`config.mk`:
```
export PLATFORM = sky130hd
export DESIGN_NAME = alu_ctrl_muldiv
export DESIGN_NICKNAME = d
export VERILOG_FILES = /design/src/rtl/alu_ctrl_muldiv.sv
export SDC_FILE = /design/constraint.sdc
export NUM_CORES = 1
export LEC_CHECK = 0
export CELL_PAD_IN_SITES_DETAIL_PLACEMENT = 0
export CELL_PAD_IN_SITES_GLOBAL_PLACEMENT = 2
export CORE_MARGIN = 4
export CORE_UTILIZATION = 36
export CTS_CLUSTER_SIZE = 12
export DETAILED_ROUTE_END_ITERATION = 10
export PLACE_DENSITY = 0.81
export REMOVE_ABC_BUFFERS = 1
export SLEW_MARGIN = 30
export SYNTH_ARGS = -nofsm -noshare
export SYNTH_HDL_FRONTEND = slang
export SYNTH_SLANG_ARGS = --single-unit
```
`constraint.sdc`:
```
create_clock -name clk -period 5.3 [get_ports clk]
set_clock_uncertainty 0.2 [all_clocks]
set_input_delay 0.53 -clock clk [delete_from_list [all_inputs] [get_ports clk]]
set_output_delay 0.53 -clock clk [all_outputs]
set_load 0.01 [all_outputs]
```
`src/rtl/alu_ctrl_muldiv.sv`:
```
// ALU control for the execute stage: funct/alu_op decode to the 4-bit ALU
// operation, an iterative multiply/divide unit that owns HI/LO, and the
// HI/LO hazard stall. md_result/md_sel feed the execute result mux.
module alu_ctrl_muldiv #(
  parameter int WIDTH = 32,
  parameter int CNT_W = 6
) (
  input  logic             clk,
  input  logic             rst_n,
  input  logic             valid,
  input  logic [1:0]       alu_op,
  input  logic [5:0]       funct,
  input  logic [WIDTH-1:0] rs_val,
  input  logic [WIDTH-1:0] rt_val,
  output logic [3:0]       op,
  output logic             illegal,
  output logic [WIDTH-1:0] md_result,
  output logic             md_sel,
  output logic             busy,
  output logic             stall
);

  localparam logic [5:0] F_SLL   = 6'b000000;
  localparam logic [5:0] F_SRL   = 6'b000010;
  localparam logic [5:0] F_SRA   = 6'b000011;
  localparam logic [5:0] F_ADD   = 6'b100000;
  localparam logic [5:0] F_SUB   = 6'b100010;
  localparam logic [5:0] F_SLT   = 6'b101010;
  localparam logic [5:0] F_AND   = 6'b100100;
  localparam logic [5:0] F_OR    = 6'b100101;
  localparam logic [5:0] F_NOR   = 6'b100111;
  localparam logic [5:0] F_MULT  = 6'b011000;
  localparam logic [5:0] F_MULTU = 6'b011001;
  localparam logic [5:0] F_DIV   = 6'b011010;
  localparam logic [5:0] F_DIVU  = 6'b011011;
  localparam logic [5:0] F_MFHI  = 6'b010000;
  localparam logic [5:0] F_MTHI  = 6'b010001;
  localparam logic [5:0] F_MFLO  = 6'b010010;
  localparam logic [5:0] F_MTLO  = 6'b010011;

  typedef enum logic [1:0] {IDLE, MUL, DIV, FIX} state_t;

  state_t               state_q;
  logic                 busy_q;
  logic [CNT_W-1:0]     cnt_q;
  logic [WIDTH-1:0]     a_q;      // multiplicand or divisor magnitude
  logic [2*WIDTH-1:0]   p_q;      // {acc/remainder, multiplier/quotient}
  logic                 sa_q;     // rs operand was negative (signed op)
  logic                 sb_q;     // rt operand was negative (signed op)
  logic                 div_q;
  logic                 divz_q;
  logic [WIDTH-1:0]     hi_q;
  logic [WIDTH-1:0]     lo_q;

  logic                 md_grp;
  logic                 accept;
  logic                 s_rs, s_rt;
  logic [WIDTH-1:0]     mag_rs, mag_rt;
  logic [WIDTH:0]       mul_sum;
  logic [2*WIDTH-1:0]   mul_next;
  logic [WIDTH:0]       div_sh;
  logic [WIDTH+1:0]     div_diff;
  logic                 div_ok;
  logic [2*WIDTH-1:0]   div_next;
  logic [WIDTH-1:0]     fix_hi, fix_lo;
  logic [2*WIDTH-1:0]   fix_prod;

  // Combinational decode of alu_op/funct to the ALU op code and MD group.
  always_comb begin
    op      = 4'b0000;
    illegal = 1'b0;
    md_grp  = 1'b0;
    md_sel  = 1'b0;
    unique case (alu_op)
      2'b00: op = 4'b0010;
      2'b01: op = 4'b0110;
      2'b11: illegal = 1'b1;
      default: begin
        case (funct)
          F_SLL: op = 4'b1101;
          F_SRL: op = 4'b1110;
          F_SRA: op = 4'b1111;
          F_ADD: op = 4'b0010;
          F_SUB: op = 4'b0110;
          F_SLT: op = 4'b0111;
          F_AND: op = 4'b0000;
          F_OR:  op = 4'b0001;
          F_NOR: op = 4'b1100;
          F_MULT, F_MULTU, F_DIV, F_DIVU, F_MTHI, F_MTLO: begin
            op     = 4'b0010;
            md_grp = 1'b1;
          end
          F_MFHI, F_MFLO: begin
            op     = 4'b0010;
            md_grp = 1'b1;
            md_sel = 1'b1;
          end
          default: illegal = 1'b1;
        endcase
      end
    endcase
  end

  assign md_result = (funct == F_MFHI) ? hi_q : lo_q;
  assign busy      = busy_q;
  assign stall     = valid & busy_q & md_grp;
  assign accept    = valid & ~busy_q & (alu_op == 2'b10);

  // Operand magnitudes and signs; even funct codes are the signed variants.
  always_comb begin
    s_rs   = ~funct[0] & rs_val[WIDTH-1];
    s_rt   = ~funct[0] & rt_val[WIDTH-1];
    mag_rs = s_rs ? -rs_val : rs_val;
    mag_rt = s_rt ? -rt_val : rt_val;
  end

  // One shift-add multiply step and one restoring-divide step.
  always_comb begin
    mul_sum  = {1'b0, p_q[2*WIDTH-1:WIDTH]} + (p_q[0] ? {1'b0, a_q} : '0);
    mul_next = {mul_sum, p_q[WIDTH-1:1]};
    div_sh   = {p_q[2*WIDTH-1:WIDTH], p_q[WIDTH-1]};
    div_diff = {1'b0, div_sh} - {2'b00, a_q};
    div_ok   = ~div_diff[WIDTH+1];
    div_next = {(div_ok ? div_diff[WIDTH-1:0] : div_sh[WIDTH-1:0]),
                p_q[WIDTH-2:0], div_ok};
  end

  // Sign correction applied on the way out of FIX. With a zero divisor the
  // restoring loop leaves the dividend magnitude as remainder, so restoring
  // the dividend sign reproduces rs_val in HI for both signednesses.
  always_comb begin
    fix_prod = (sa_q ^ sb_q) ? -p_q : p_q;
    if (div_q) begin
      fix_hi = sa_q ? -p_q[2*WIDTH-1:WIDTH] : p_q[2*WIDTH-1:WIDTH];
      fix_lo = divz_q ? '1 : ((sa_q ^ sb_q) ? -p_q[WIDTH-1:0] : p_q[WIDTH-1:0]);
    end else begin
      fix_hi = fix_prod[2*WIDTH-1:WIDTH];
      fix_lo = fix_prod[WIDTH-1:0];
    end
  end

  // Multiply/divide FSM with its datapath and the HI/LO registers.
  always_ff @(posedge clk or negedge rst_n) begin
    if (!rst_n) begin
      state_q <= IDLE;
      busy_q  <= 1'b0;
      cnt_q   <= '0;
      a_q     <= '0;
      p_q     <= '0;
      sa_q    <= 1'b0;
      sb_q    <= 1'b0;
      div_q   <= 1'b0;
      divz_q  <= 1'b0;
      hi_q    <= '0;
      lo_q    <= '0;
    end else begin
      case (state_q)
        IDLE: begin
          if (accept) begin
            case (funct)
              F_MTHI: hi_q <= rs_val;
              F_MTLO: lo_q <= rs_val;
              F_MULT, F_MULTU: begin
                state_q <= MUL;
                busy_q  <= 1'b1;
                cnt_q   <= CNT_W'(WIDTH);
                a_q     <= mag_rs;
                p_q     <= {{WIDTH{1'b0}}, mag_rt};
                sa_q    <= s_rs;
                sb_q    <= s_rt;
                div_q   <= 1'b0;
                divz_q  <= 1'b0;
              end
              F_DIV, F_DIVU: begin
                state_q <= DIV;
                busy_q  <= 1'b1;
                cnt_q   <= CNT_W'(WIDTH);
                a_q     <= mag_rt;
                p_q     <= {{WIDTH{1'b0}}, mag_rs};
                sa_q    <= s_rs;
                sb_q    <= s_rt;
                div_q   <= 1'b1;
                divz_q  <= (rt_val == '0);
              end
              default: ;
            endcase
          end
        end
        MUL, DIV: begin
          p_q   <= (state_q == MUL) ? mul_next : div_next;
          cnt_q <= cnt_q - CNT_W'(1);
          if (cnt_q == CNT_W'(1)) state_q <= FIX;
        end
        FIX: begin
          hi_q    <= fix_hi;
          lo_q    <= fix_lo;
          busy_q  <= 1'b0;
          state_q <= IDLE;
        end
        default: state_q <= IDLE;
      endcase
    end
  end

endmodule
```
; ---- Word level (Yosys, flattened, before mapping)
; Index checks and enable logic that the tools add are counted.
[totals]
reg_bits = 173
input_bits = 75
out_inout_bits = 40
elab_cells = 125
[classes]
addsub = 8
eq_ne = 29
muxes = 42
bitwise = 10
n_reduce_logical = 25
[ops]
columns = op, count
row1 = 32-bit 2-to-1 mux, 14
row2 = 64-bit one-hot mux with 2 select lines, 2
row3 = 64-bit 2-to-1 mux, 3
row4 = 32-bit one-hot mux with 2 select lines, 3
row5 = 32-bit negation, 4
row6 = 64-bit negation, 1
row7 = 6-bit by 5-bit == test with 1-bit output (second input constant), 8
row8 = 6-bit == test (second input constant), 6
row9 = 33-bit by 32-bit subtractor with 34-bit output, 1
row10 = 32-bit by 32-bit adder with 33-bit output, 1
row11 = 32-bit logical NOT, 1
row12 = 4-bit one-hot mux with 8 select lines, 1
row13 = 3-bit AND reduction, 8
row14 = 17-bit OR reduction, 1
row15 = 6-bit by 2-bit == test with 1-bit output (second input constant), 2
row16 = 6-bit 2-to-1 mux, 2
row17 = 4-bit one-hot mux with 3 select lines, 1
row18 = 6-bit one-hot mux with 2 select lines, 1
row19 = 2-bit OR reduction, 5
row20 = 9-bit OR reduction, 1
row21 = 2-bit == test (second input constant), 4
row22 = 1-bit one-hot mux with 2 select lines, 4
row23 = 8-bit OR reduction, 1
row24 = 1-bit 2-to-1 mux, 7
row25 = other kinds (17), 32

; ---- Logic depth before layout (Yosys ltp)
; Gate-level depths: netlist of the first run.
[logic_depth]
ltp_word = 6
depth_mapped = 15
mapped_depth_nobuf = 14

; ---- Worst setup path before layout of the first run
; Ideal clock, no wire load.
[synth_path]
kind = flip-flop to flip-flop
from = register p_q[0]
to = register p_q[62]
setup_time_ns = 0.136
t_arrival_ns = 3.257
required_time_ns = 4.964
path_slack_ns = 1.707
stages_incl_launch_ff = 15
n_path_buf = 1
period_less_slack_ns = 3.593
cell_sequence = dfrtp_1 -> inv_1 -> buf_1 -> nor2_1 -> ha_1 -> a21o_1 -> o21bai_1 -> o211a_1 -> nor3b_1 -> a211oi_1 -> a21boi_0 -> o211ai_1 -> a221oi_1 -> xor2_1 -> o21ai_0
[synth_via]
elab_chain_cells = 4
[synth_lines]
columns = element, line_no
row1 = start: declaration, 47  ; logic [2*WIDTH-1:0] p_q;
row2 = start signal: assignment, 168  ; p_q <= {{WIDTH{1'b0}}, mag_rt};
row3 = start signal: assignment, 179  ; p_q <= {{WIDTH{1'b0}}, mag_rs};
row4 = start signal: assignment, 190  ; p_q <= (state_q == MUL) ? mul_next : div_next;
row5 = 32-bit 2-to-1 mux, 119  ; mul_sum = {1'b0, p_q[2*WIDTH-1:WIDTH]} + (p_q[0] ? {1'b0, a_q} : '0);
row6 = 32-bit by 32-bit adder with 33-bit output, 119
row7 = 64-bit 2-to-1 mux, 190
row8 = 64-bit one-hot mux with 2 select lines, 157  ; case (state_q)
; Every way passes these cells.
; A chain may end at the register's enable or synchronous reset.

; ---- Final worst setup path of the first run
; Ends and elaborated chain as after synthesis.

==> qor.csv, run 1 <==
metric;value;unit
status;completed;
RSZ-0062 raised after global routing;false;
first-pass GRT wire length;90700;um
DRC Markers;0;
dominant synthesized flop cell;dfrtp_1;
Post-CTS Setup Bufs;0;
total CTS buffers;17;
Post-Synth Adder-Cell Area;6.17;%
complex-gate fraction of the synthesized area;26.6;%
startpoint types;flip-flop;
Post-synth EDFFs;0;
synthesized area per cell;7.74;um^2
WL final;59200;um
Starting Density;36.4;%
area of the mapped netlist;0.0156;mm^2
multi-input combinational cell area;0.0106;mm^2
crit path cell chain;inv_1, nor2_1, ha_1, a21o_1, o21bai_1, o211a_1, nor3b_1, buf_4, a211oi_1, a21boi_0, o211ai_1, a221oi_1, xor2_1, o21ai_0;
maxcap violations;0;
peak supply drop;0.386;mV
Yosys warning total;0;
period utilization;82.5;%
# setup viols final;0;
routed length per placed instance;22.2;um
final global-route overflow total;0;
XOR/XNOR Fraction of Synth Area;10.1;%
std cell rows;76;
worst slew pin tran;1.01;ns
total power;10.2;mW
Min-Delay Path Class;input pin to async pin;
pin count of the biggest net entering global routing;167;
CP arrival;4.49;ns
Max Root-Sink Buffers;2;
top cell type's share of synthesized area;27.7;%
total core area;0.0430;mm^2
# port buffers;114;
Max Clock Freq;229;MHz
CP max FO;16;
commonest non-fill, non-tap cell in the layout;nand2_1;
fraction of layout cells with a size suffix above 1;7.61;%
CTS root buf;clkbuf_16;
met1 wire length;27400;um
detailed router's first-iteration violation count;1267;
top layer in use;met4;
clk sinks;173;
Final Max Slew Viols;0;
sequential fraction of the synthesis area;27.7;%
Horiz. Die Dim;216;um
Yosys top cell by area;dfrtp_1;
slowest stage cell, crit path;a221oi_1;
post-route setup TNS;0;ns
Gate Count Post-Synth;2022;
final hold slack;0.230;ns
synth unique cells;80;
number of routed nets with antenna violations;0;
Die ar.;0.0469;mm^2
number of global-route vias before repair;14800;
Reg area;0.00433;mm^2
Max-Slew Margin vs Limit;32.0;%
DRT Pass-1 Iters;5;
Worst Path Class, Setup;flip-flop to flip-flop;
most frequent cells in the layout;222 x nand2_1, 201 x nor2_1, 191 x o21ai_0, 186 x a21oi_1, 173 x dfrtp_1;
post_cts resized;0;
Reg clk slew, reported paths;0.08;ns
DR vias;15400;
Critical Path Sink Type;flip-flop;
P&R area growth vs syn;15.3;%
metal3 WL;2800;um
Async SR Flop Fraction;100;%
Clock Latency Late Sink;0.47;ns
Die H;216;um
post-route cell area;0.0180;mm^2
CTS tree;yes;
DP HPWL;43700;um
main combinational cell family by area after synthesis;compound AO/OA/AOI/OAI gates;
fill count;4507;
global placement routability congestion;0.873;
Largest stage delay, worst path;0.46;ns
post-synthesis simple-gate area fraction;18.9;%
Final Instance Count excl. Fillers;2660;
Antenna diodes;0;
mux cell area share after synthesis;5.56;%
Final Hold Fails;0;
Vias/cell;5.78;
antenna violations before repair;0;
#FFs+latches synth;173;
Critical Path RT;5.42;ns
htree depth;4;
I/O pin total;115;
synth top area cells;dfrtp_1 28%, o21ai_0 6.1%, a21oi_1 6.0%;
number of instances in the placed design;2626;
placed instance area;0.0174;mm^2
layout net count;2213;
met2 wire length;27600;um
Pleak;7.50;nW
crit path time final;4.37;ns
gr usage total;24.8;%
Pwr Density;564;mW/mm^2
[per-layer routing]
| layer | vias up | track usage [%] |
|---|---|---|
| li1 | 7373 | - |
| met3 | 49 | 3.53 |
| met4 | 0 | 6.72 |
| met5 | - | 0 |
| met1 | 7553 | 34.6 |
| met2 | 413 | 40.4 |
[flip-flops by register name, indices dropped and copies added, names as in the netlist]
| signal | flops |
|---|---|
| a_q | 32 |
| p_q | 64 |
| sa_q | 1 |
| hi_q | 32 |
| sb_q | 1 |
| lo_q | 32 |
| busy | 1 |
| state_q | 2 |
| divz_q | 1 |
| cnt_q | 6 |
| div_q | 1 |
[logic make-up (layout without fill, tap and decap cells)]
kind of cell,Yosys count,in the layout
AO/OA/AOI/OAI,672,672
XOR/XNOR,180,180
adder cells (fa/ha/maj),76,76
buffers and inverters,205,258
flip-flops,173,173
multiplexers,80,80
AND/OR/NAND/NOR,636,636
[worst paths after layout]
| check | from | to | slack (ns) | cells past startpoint |
|---|---|---|---|---|
| worst max-delay path | p_q[0] | p_q[62] | 0.93 | 14 |
| worst min-delay path | rst_n | lo_q[13] | 0.23 | 2 |
| worst max register to register | p_q[0] | p_q[62] | 0.93 | 14 |
| worst min register to register | hi_q[16] | hi_q[16] | 0.27 | 1 |
| max in group asynchronous | rst_n | a_q[7] | 3.48 | 4 |
| min in group clk | hi_q[16] | hi_q[16] | 0.27 | 1 |
[cell usage after synthesis, types with 11 or more instances]
library cell,count
inv_1,76
nor3_1,43
ha_1,74
a21o_1,45
or3_1,18
clkbuf_1,112
mux2i_1,25
xnor2_1,95
nand2_1,223
o31ai_1,25
xor2_1,85
o221ai_1,19
and3_1,13
nor4_1,13
nor2b_1,16
mux2_2,55
o22ai_1,34
a221o_1,11
a211oi_1,45
nand3_1,24
a21oi_1,187
o21ai_0,191
nor2_1,201
a31oi_1,22
nand2b_1,16
or4_1,12
dfrtp_1,173
o211ai_1,11
nand4_1,12
[timing repair]
action,4_1_cts,5_1_grt
endpoints found under the setup margin,0,0
endpoints found under the hold margin,7,0
hold buffers,1,0
[report_power, final]
group | internal (mW) | switching [mW]
combinational | 2.52 | 3.76
clock | 0.832 | 0.618
sequential | 1.84 | 0.596
[per-stage QoR]
step                worst slack [ns]  util [%]
floorplan                      0.769         -
global placement                1.00      40.4
detailed placement             0.972      40.4
CTS                            0.937      41.9
global route                   0.671      42.0
finish                         0.926      42.0
[critical path, delay by kind of cell (launching register included)]
family / cells / cell delay [ns]
xor gates and xnor gates: 1 / 0.19
AOI/OAI and AO/OA: 8 / 1.98
and+or+nand+nor: 2 / 0.41
buffers and inverters: 2 / 0.65
adders and majority gates: 1 / 0.36
DFF: 1 / 0.42
[final cells by class]
| cell class | instances | share of cell area (%) |
|---|---|---|
| sequential | 173 | 24.0 |
| multi-input combinational | 1644 | 58.7 |
| timing repair buffer | 149 | 8.05 |
| tap | 585 | 4.06 |
| inverter | 77 | 1.60 |
| clock buffer | 20 | 2.59 |
| clock inverter | 12 | 1.02 |
(Power assumes the default switching activity.)
==> run 2: changes to the inputs <==
--- a/config.mk
+++ b/config.mk
@@ -8,10 +8,10 @@
 export CELL_PAD_IN_SITES_DETAIL_PLACEMENT = 0
 export CELL_PAD_IN_SITES_GLOBAL_PLACEMENT = 2
 export CORE_MARGIN = 4
-export CORE_UTILIZATION = 36
+export CORE_UTILIZATION = 32
 export CTS_CLUSTER_SIZE = 12
 export DETAILED_ROUTE_END_ITERATION = 10
-export PLACE_DENSITY = 0.81
+export PLACE_DENSITY = 0.76
 export REMOVE_ABC_BUFFERS = 1
 export SLEW_MARGIN = 30
 export SYNTH_ARGS = -nofsm -noshare
==> constraint.sdc (replaced) <==
create_clock -name clk -period 3.8 [get_ports clk]
set_clock_uncertainty 0.2 [all_clocks]
set_input_delay 0.38 -clock clk [delete_from_list [all_inputs] [get_ports clk]]
set_output_delay 0.38 -clock clk [all_outputs]
set_load 0.01 [all_outputs]
==> run 2 against run 1 <==
Clock power grew 39%. Critical path depth is the same. Sequential cell count is the same. Critical path type unchanged.
==> qor.csv, run 2 (same netlist as run 1, synthesis figures left out) <==
metric;value;unit;change
Max-Slew Margin vs Limit;36.6;%;was 32.0%
worst slew pin tran;0.949;ns;was 1.01 ns
clk sinks;173;;unchanged
final global-route overflow total;0;;unchanged
CTS root buf;clkbuf_16;;unchanged
status;completed;;unchanged
Pwr Density;788;mW/mm^2;was 564 mW/mm^2
Final Instance Count excl. Fillers;2811;;was 2660
final worst slack;0.0763;ns;was 0.926 ns
first-pass GRT wire length;95000;um;was 90700 um
Horiz. Die Dim;229;um;was 216 um
pre-CTS setup slack;-0.0155;ns;was 0.972 ns
# port buffers;114;;unchanged
Reg area;0.00433;mm^2;unchanged
std cell rows;80;;was 76
global placement routability congestion;0.899;;was 0.873
final hold slack;0.275;ns;was 0.230 ns
number of global-route vias before repair;15400;;was 14800
crit path launch;p_q[31];;was p_q[0]
Starting Density;32.6;%;was 36.4%
Critical Path RT;3.94;ns;was 5.42 ns
Vias/cell;5.68;;was 5.78
Final Max Slew Viols;0;;unchanged
Reg2Reg Setup Slack;0.08;ns;was 0.93 ns
r2r startpoint;p_q[31];;was p_q[0]
crit path time final;3.72;ns;was 4.37 ns
R2R depth;14;;unchanged
placed instance area;0.0183;mm^2;was 0.0174 mm^2
Pleak;8.11;nW;was 7.50 nW
post-route cell area;0.0190;mm^2;was 0.0180 mm^2
DRC Markers;0;;unchanged
Max Clock Freq;269;MHz;was 229 MHz
Critical Path Sink Type;flip-flop;;unchanged
CP arrival;3.87;ns;was 4.49 ns
WL final;62300;um;was 59200 um
P&R area growth vs syn;21.7;%;was 15.3%
peak supply drop;0.573;mV;was 0.386 mV
Switching Fraction;48.3;%;was 48.9%
I/O pin total;115;;unchanged
antenna violations before repair;1;;was 0
total CTS buffers;17;;unchanged
commonest non-fill, non-tap cell in the layout;nand2_1;;unchanged
# setup viols final;0;;unchanged
max reg flops;64;;unchanged
Die H;229;um;was 216 um
startpoint types;flip-flop;;unchanged
Worst setup endpoint;p_q[62];;unchanged
Clock Latency Late Sink;0.48;ns;was 0.47 ns
CP max FO;4;;was 16
period utilization;98.0;%;was 82.5%
number of routed nets with antenna violations;0;;unchanged
reg2reg end;p_q[62];;unchanged
Die ar.;0.0525;mm^2;was 0.0469 mm^2
CTS tree;yes;;unchanged
detailed router's first-iteration violation count;1154;;was 1267
pin count of the biggest net entering global routing;91;;was 167
total power;15.0;mW;was 10.2 mW
DP HPWL;47300;um;was 43700 um
fill count;5054;;was 4507
Comb pwr share;65.3;%;was 61.8%
Final Hold Fails;0;;unchanged
gr usage total;23.2;%;was 24.8%
htree depth;4;;unchanged
number of instances in the placed design;2775;;was 2626
DRT Pass-1 Iters;5;;unchanged
most frequent cells in the layout;223 x nand2_1, 201 x nor2_1, 187 x o21ai_0, 183 x a21oi_1, 173 x dfrtp_1;;was 222 x nand2_1, 201 x nor2_1, 191 x o21ai_0, 186 x a21oi_1, 173 x dfrtp_1
DR vias;16000;;was 15400
switching pwr;7.25;mW;was 4.98 mW
Top reg by flops;p_q;;unchanged
fraction of layout cells with a size suffix above 1;13.1;%;was 7.61%
Reg clk slew, reported paths;0.07;ns;was 0.08 ns
sequential share of power;21.3;%;was 23.9%
Min-Delay Path Class;flip-flop to flip-flop;;was input pin to async pin
multi-input combinational cell area;0.0106;mm^2;about the same
total core area;0.0480;mm^2;was 0.0430 mm^2
layout net count;2333;;was 2213
maxcap violations;0;;unchanged
Max Root-Sink Buffers;2;;unchanged
Clk pwr share;13.4;%;was 14.2%
RSZ-0062 raised after global routing;true;;was false
Internal;7.76;mW;was 5.19 mW
routed length per placed instance;22.1;um;was 22.2 um
Worst Path Class, Setup;flip-flop to flip-flop;;unchanged
## run 2: how the worst min path moves through the flow
stage / start / slack (ns) / endpoint / cells after the start
final: hi_q[22] / 0.28 / hi_q[22] / 1
after global routing: hi_q[19] / 0.30 / hi_q[19] / 1
after CTS: hi_q[22] / 0.28 / hi_q[22] / 1
after detailed placement: hi_q[23] / 0.26 / hi_q[23] / 1
after global placement: hi_q[16] / 0.26 / hi_q[16] / 1
after floorplan: rst_n / -0.12 / a_q[0] / 0
## run 2: repair_timing
item	4_1_cts	5_1_grt
pin swaps	0	2
setup endpoints to repair	2	22
setup buffers	0	2
endpoints found under the hold margin	72	0
resized for setup	2	18
hold buffers	1	0
## run 2: power groups by stage
stage | sequential (mW) | combinational (mW) | clock (mW)
after detailed placement | 3.22 | 9.60 | 0
after CTS | 3.19 | 9.68 | 2.04
after global placement | 3.21 | 9.57 | 0
after global routing | 3.29 | 10.7 | 2.11
final | 3.20 | 9.80 | 2.01
after floorplan | 3.12 | 6.02 | 0
## run 2: worst max-delay path, cell delays in order, from the launching register on
cell and delay [ns]:
dfrtp_1 0.38, inv_1 0.13, ha_1 0.22, inv_1 0.06, fa_1 0.41, a21o_1 0.22
a221o_1 0.33, a211oi_2 0.32, o21bai_1 0.19, nand4_1 0.21, a21oi_2 0.14, nor3_1 0.21
o32ai_1 0.12, a22oi_1 0.29, o21ai_0 0.13
## run 2: stage by stage
step	utilization [%]	setup TNS [ns]
4_1_cts	39.5	0
6_report	39.6	0
3_5_place_dp	38.1	-0.0424
5_1_grt	39.6	-0.0480
2_1_floorplan	-	-53.01
3_3_place_gp	38.1	-0.0461
## run 2: final cells by class
class                      instances  share of cell area, %
clock buffer                      18                   2.25
antenna                            1                 0.0131
sequential                       173                   22.7
inverter                          77                   1.54
multi-input combinational       1644                   55.9
tap                              615                   4.04
timing repair buffer             269                   12.4
clock inverter                    14                   1.09
## run 2: metal layers
metal | wire (um) | global-route usage, % | up-vias
met5 | 0 | 0 | -
met4 | 2060 | 8.04 | 0
met3 | 3280 | 3.27 | 81
met2 | 28600 | 37.4 | 487
met1 | 28300 | 31.9 | 7766
li1 | - | - | 7620
